File: src/rtl/audio_pkg.sv
// Shared types and constants for the audio DAC serializer.
package audio_pkg;

  // Depth of the metastability synchronizer ahead of the edge-detect flop
  localparam int unsigned SYNC_STAGES = 2;

  // Channel-slot serializer states
  typedef enum logic [1:0] {
    IDLE      = 2'd0,
    WAIT_BCLK = 2'd1,
    SHIFT     = 2'd2,
    PAD       = 2'd3
  } ser_state_t;

endpackage

File: src/rtl/audio_dac_serializer_if.sv
// Sample producer -> serializer handshake bus (one left/right pair per transfer).
interface audio_dac_serializer_if #(
  parameter int unsigned WORD_LENGTH = 16
) ();

  logic [WORD_LENGTH-1:0] left_data;
  logic [WORD_LENGTH-1:0] right_data;
  logic                   sample_valid;
  logic                   sample_ready;

  modport master (
    output left_data,
    output right_data,
    output sample_valid,
    input  sample_ready
  );

  modport slave (
    input  left_data,
    input  right_data,
    input  sample_valid,
    output sample_ready
  );

endinterface

File: src/rtl/edge_sync.sv
// Synchronizes an asynchronous level into clk and flags its rising/falling edges.
module edge_sync
  import audio_pkg::*;
(
  input  logic clk,
  input  logic reset,
  input  logic din,
  output logic rise_c,
  output logic fall_c
);

  logic [SYNC_STAGES-1:0] sync;
  logic                   prev;
  logic                   level;

  assign level = sync[SYNC_STAGES-1];

  // Synchronizer chain plus one history flop for edge detection
  always_ff @(posedge clk or posedge reset) begin
    if (reset) begin
      sync <= '0;
      prev <= 1'b0;
    end else begin
      sync <= {sync[SYNC_STAGES-2:0], din};
      prev <= level;
    end
  end

  // Single-cycle edge pulses
  always_comb begin
    rise_c = level & ~prev;
    fall_c = ~level & prev;
  end

endmodule

File: src/rtl/audio_dac_serializer.sv
// I2S DAC serializer: buffers one stereo pair and shifts it out MSB first on bclk.
module audio_dac_serializer
  import audio_pkg::*;
#(
  parameter int unsigned WORD_LENGTH = 16
) (
  input  logic                 clk,
  input  logic                 reset,
  audio_dac_serializer_if.slave bus,
  input  logic                 bclk,
  input  logic                 daclrck,
  output logic                 dacdat,
  output logic                 underrun
);

  localparam int unsigned CNT_W = $clog2(WORD_LENGTH + 1);

  logic                   bclk_fall_c;
  logic                   bclk_rise_unused;
  logic                   lr_rise_c;
  logic                   lr_fall_c;

  logic [WORD_LENGTH-1:0] hold_l;
  logic [WORD_LENGTH-1:0] hold_r;
  logic                   hold_full;
  logic                   ready_q;
  logic [WORD_LENGTH-1:0] frame_l;
  logic [WORD_LENGTH-1:0] frame_r;
  logic [WORD_LENGTH-1:0] shift_reg;
  logic [CNT_W-1:0]       bit_cnt;
  ser_state_t             state;

  logic                   accept_c;
  logic                   hold_full_next_c;
  logic [WORD_LENGTH-1:0] left_next_c;
  logic [WORD_LENGTH-1:0] right_next_c;

  edge_sync u_bclk_sync (
    .clk    (clk),
    .reset  (reset),
    .din    (bclk),
    .rise_c (bclk_rise_unused),
    .fall_c (bclk_fall_c)
  );

  edge_sync u_lr_sync (
    .clk    (clk),
    .reset  (reset),
    .din    (daclrck),
    .rise_c (lr_rise_c),
    .fall_c (lr_fall_c)
  );

  assign bus.sample_ready = ready_q;

  // Handshake acceptance and the word that a left-channel start would latch
  always_comb begin
    accept_c         = bus.sample_valid & ~hold_full;
    hold_full_next_c = accept_c | (hold_full & ~lr_fall_c);
    left_next_c      = hold_full ? hold_l : '0;
    right_next_c     = hold_full ? hold_r : '0;
  end

  // Holding buffer and frame latch; a frame start never refills the buffer in the same cycle
  always_ff @(posedge clk or posedge reset) begin
    if (reset) begin
      hold_l    <= '0;
      hold_r    <= '0;
      hold_full <= 1'b0;
      ready_q   <= 1'b1;
      frame_l   <= '0;
      frame_r   <= '0;
      underrun  <= 1'b0;
    end else begin
      underrun  <= lr_fall_c & ~hold_full;
      if (accept_c) begin
        hold_l <= bus.left_data;
        hold_r <= bus.right_data;
      end
      if (lr_fall_c) begin
        frame_l <= left_next_c;
        frame_r <= right_next_c;
      end
      hold_full <= hold_full_next_c;
      ready_q   <= ~hold_full_next_c;
    end
  end

  // Slot serializer: restart on every LR edge, one-bit I2S delay, then MSB-first, then pad
  always_ff @(posedge clk or posedge reset) begin
    if (reset) begin
      state     <= IDLE;
      shift_reg <= '0;
      bit_cnt   <= '0;
      dacdat    <= 1'b0;
    end else if (lr_rise_c || lr_fall_c) begin
      state     <= WAIT_BCLK;
      shift_reg <= lr_fall_c ? left_next_c : frame_r;
      bit_cnt   <= '0;
      dacdat    <= 1'b0;
    end else begin
      case (state)
        IDLE: begin
          dacdat <= 1'b0;
        end
        WAIT_BCLK: begin
          if (bclk_fall_c) begin
            dacdat    <= shift_reg[WORD_LENGTH-1];
            shift_reg <= {shift_reg[WORD_LENGTH-2:0], 1'b0};
            bit_cnt   <= CNT_W'(1);
            state     <= SHIFT;
          end
        end
        SHIFT: begin
          if (bclk_fall_c) begin
            if (bit_cnt < CNT_W'(WORD_LENGTH)) begin
              dacdat    <= shift_reg[WORD_LENGTH-1];
              shift_reg <= {shift_reg[WORD_LENGTH-2:0], 1'b0};
              bit_cnt   <= bit_cnt + CNT_W'(1);
            end else begin
              dacdat <= 1'b0;
              state  <= PAD;
            end
          end
        end
        PAD: begin
          dacdat <= 1'b0;
        end
        default: begin
          state <= IDLE;
        end
      endcase
    end
  end

endmodule

File: src/flat_wrapper.sv
// flat-port wrapper written by rule: the top's interface ports become plain ports
module audio_dac_serializer_flat import audio_pkg::*;
#(
  parameter int unsigned WORD_LENGTH = 16
)
  (clk, reset, bclk, daclrck, dacdat, underrun, bus_left_data, bus_right_data, bus_sample_valid, bus_sample_ready);
  audio_dac_serializer_if #(.WORD_LENGTH(WORD_LENGTH)) bus_i ();
  input  logic clk;
  input  logic reset;
  input  logic bclk;
  input  logic daclrck;
  output logic dacdat;
  output logic underrun;
  input wire logic [$bits(bus_i.left_data)-1:0] bus_left_data;
  input wire logic [$bits(bus_i.right_data)-1:0] bus_right_data;
  input wire logic [$bits(bus_i.sample_valid)-1:0] bus_sample_valid;
  output wire logic [$bits(bus_i.sample_ready)-1:0] bus_sample_ready;
  assign bus_i.left_data = bus_left_data;
  assign bus_i.right_data = bus_right_data;
  assign bus_i.sample_valid = bus_sample_valid;
  assign bus_sample_ready = bus_i.sample_ready;
  audio_dac_serializer #(.WORD_LENGTH(WORD_LENGTH)) u_core (.clk(clk), .reset(reset), .bus(bus_i), .bclk(bclk), .daclrck(daclrck), .dacdat(dacdat), .underrun(underrun));
endmodule
File: config.mk
export PLATFORM = sky130hd
export DESIGN_NAME = audio_dac_serializer_flat
export DESIGN_NICKNAME = d
export VERILOG_FILES = /design/src/rtl/audio_pkg.sv /design/src/rtl/audio_dac_serializer_if.sv /design/src/rtl/edge_sync.sv /design/src/rtl/audio_dac_serializer.sv /design/src/flat_wrapper.sv
export SDC_FILE = /design/constraint.sdc
export NUM_CORES = 1
export LEC_CHECK = 0
export BUFFER_PORTS_ARGS = -buffer_cell sky130_fd_sc_hd__buf_2
export CAP_MARGIN = 10
export CORE_UTILIZATION = 55
export DETAILED_ROUTE_END_ITERATION = 10
export PLACE_DENSITY_LB_ADDON = 0.05
export SLEW_MARGIN = 25
export SYNTH_ARGS = -nofsm -noshare
export SYNTH_HDL_FRONTEND = slang
export SYNTH_HIERARCHICAL = 1
export SYNTH_SLANG_ARGS = --single-unit
File: constraint.sdc
create_clock -name clk -period 2.36 [get_ports clk]
set_input_delay 0.236 -clock clk [delete_from_list [all_inputs] [get_ports clk]]
set_output_delay 0.236 -clock clk [all_outputs]
set_load 0.1 [all_outputs]
==> flow_summary.toml <==
[layout]
stdcell_count = 415
utilization_pct = 63.7
layout-drive-gt1-share_pct = 34.6
n_antenna_cell = 0
layout_commonest_cell = "dfrtp_1"
syn2layout_area_growth_pct = 12.5
layout_common_cells = "dfrtp_1, buf_2, mux2_2, nand3_1, o21ai_0"
fin_nets = 371

[setup_path]
path_max_fanout = 16
cp_data_arrival_time_ns = 2.09
crit_family = "simple AND/OR/NAND/NOR gates"
path_buf_inv = 0
cp.required_ns = 2.58
cpMaxStageDelayCell = "nand3_4"
start_kind = "flop"
cp.depth = 4
cp-end-kind = "flop"
slowest_delay_ns = 0.38
path_cells = "and2b_2, nand4bb_1, nand3_4, mux2_2"
rr_worst_depth = 4
crit_type = "reg2reg"

[place]
port_buffers = 39
dp.cells = 396
place.gp.congestion = 0.780
dp_hpwl_um = 3950
preCtsSetupSlack_ns = 0.514

[clock_network]
cts_setup_buffers = 0
ctsHoldBuffers = 3
root_buffer = "clkbuf_8"
clockBufferDepth = 2
htree_levels = 3
cts_tree = "done"
cts_made_buffers = 9
clock-sinks = 81
ctsResizeCount = 0
path_clk_slew_ns = 0.08
clk_latency_ns = 0.34

[yosys]
netlist_area_um2 = 3570
yosysWarnings = 6
postSynthAreaPerCell_um2 = 12.1
syn-num-nets = 333
synthCells = 295

[routing]
vias = 2219
drt-total-wl_um = 6100
firstDrtPassIters = 4
drt-initial-drc-count = 165
drtAntennaViolNets = 0
drc_errors = 0
vias_per_cell = 5.35
post_drt_wl_per_cell_um = 14.7

[floorplan]
dieArea_um2 = 6820
core_um2 = 6310
die_h_um = 82.6
start_util_pct = 56.6
top_level_ports = 40
num_rows = 29
die_w_um = 82.6

[power_and_ir_drop]
pwr-share-comb_pct = 22.8
seqPwrFrac_pct = 53.9
swShare_pct = 28.7
power.internal_mw = 2.73
clock_power_share_pct = 23.3
switching_power_mw = 1.10
p_per_area_nw_per_um2 = 953
max-vdd-ir-drop_mv = 0.634
power.leakage_nw = 1.81

[timing]
hold_violations = 0
tightestPinTransition_ns = 0.700
setup_viol = 0
slew_headroom_pct = 53.2
finClkSkew_ns = 0.00644
period_needed_ns = 1.87
period_share_pct = 79.1
maxClockFrequency_mhz = 536
final_max_slew_viol_count = 0
grt_setup_unrepaired = "no"
setup_tns_ns = 0
fin_ws_ns = 0.493

[global_route]
grt_remaining_overflow = 0
grt_pass1_vias = 2222
grt_max_degree = 35
antenna_found_initial = 0
grt_usage_pct = 20.4
grt_pass1_wl_um = 10400

[run]
maxCapViolCount = 0

[worst_hold_path]
holdPathStages = 2
hold_path_class = "in2reg"

[outcome]
outcome = "finished clean"
-- layout make-up --
class | instances | area, um2
clock buffer | 14 | 163
clock inverter | 2 | 12.5
fill | 536 | 2290
inverter | 22 | 82.6
multi-input combinational | 170 | 1350
sequential | 81 | 2030
tap | 77 | 96.3
timing repair buffer | 49 | 290
-- path summary, 6_finish.rpt --
check / to / slack [ns] / startpoint
max: u_core/shift_reg[10] / 0.49 / u_core/u_bclk_sync/sync[1]
min: u_core/hold_r[11] / 0.13 / bus_right_data[11]
max in group asynchronous: u_core/hold_r[8] / 1.11 / reset
max reg2reg: u_core/shift_reg[10] / 0.49 / u_core/u_bclk_sync/sync[1]
min in group asynchronous: u_core/u_bclk_sync/prev / 0.35 / reset
min reg2reg: u_core/u_bclk_sync/sync[1] / 0.36 / u_core/u_bclk_sync/sync[0]
-- worst register-to-register path, stage by stage (launching register included) --
cell	delay [ns]
dfrtp_1	0.37
and2b_2	0.30
nand4bb_1	0.32
nand3_4	0.38
mux2_2	0.38
-- metrics by stage --
stage	instance area (um2)	hold WS, ns	power, mW
floorplan	3570	-0.0104	2.75
global placement	3810	0.130	2.93
detailed placement	3810	0.131	2.97
CTS	4020	0.109	3.88
global route	4020	0.101	4.10
finish	4020	0.127	3.83
-- power groups by stage --
stage	clock network (mW)	registers, mW	logic (mW)
floorplan	0	2.05	0.695
global placement	0	2.08	0.844
detailed placement	0	2.09	0.880
CTS	0.928	2.07	0.884
global route	0.997	2.12	0.979
finish	0.893	2.06	0.873
-- layer usage --
metal	global-route usage [%]	part of all wire, %
met5	0	0
met4	6.21	0.48
met3	5.93	3.8
met2	32.1	46
met1	27.5	50
No activity file was read; power rests on OpenSTA's default activity.
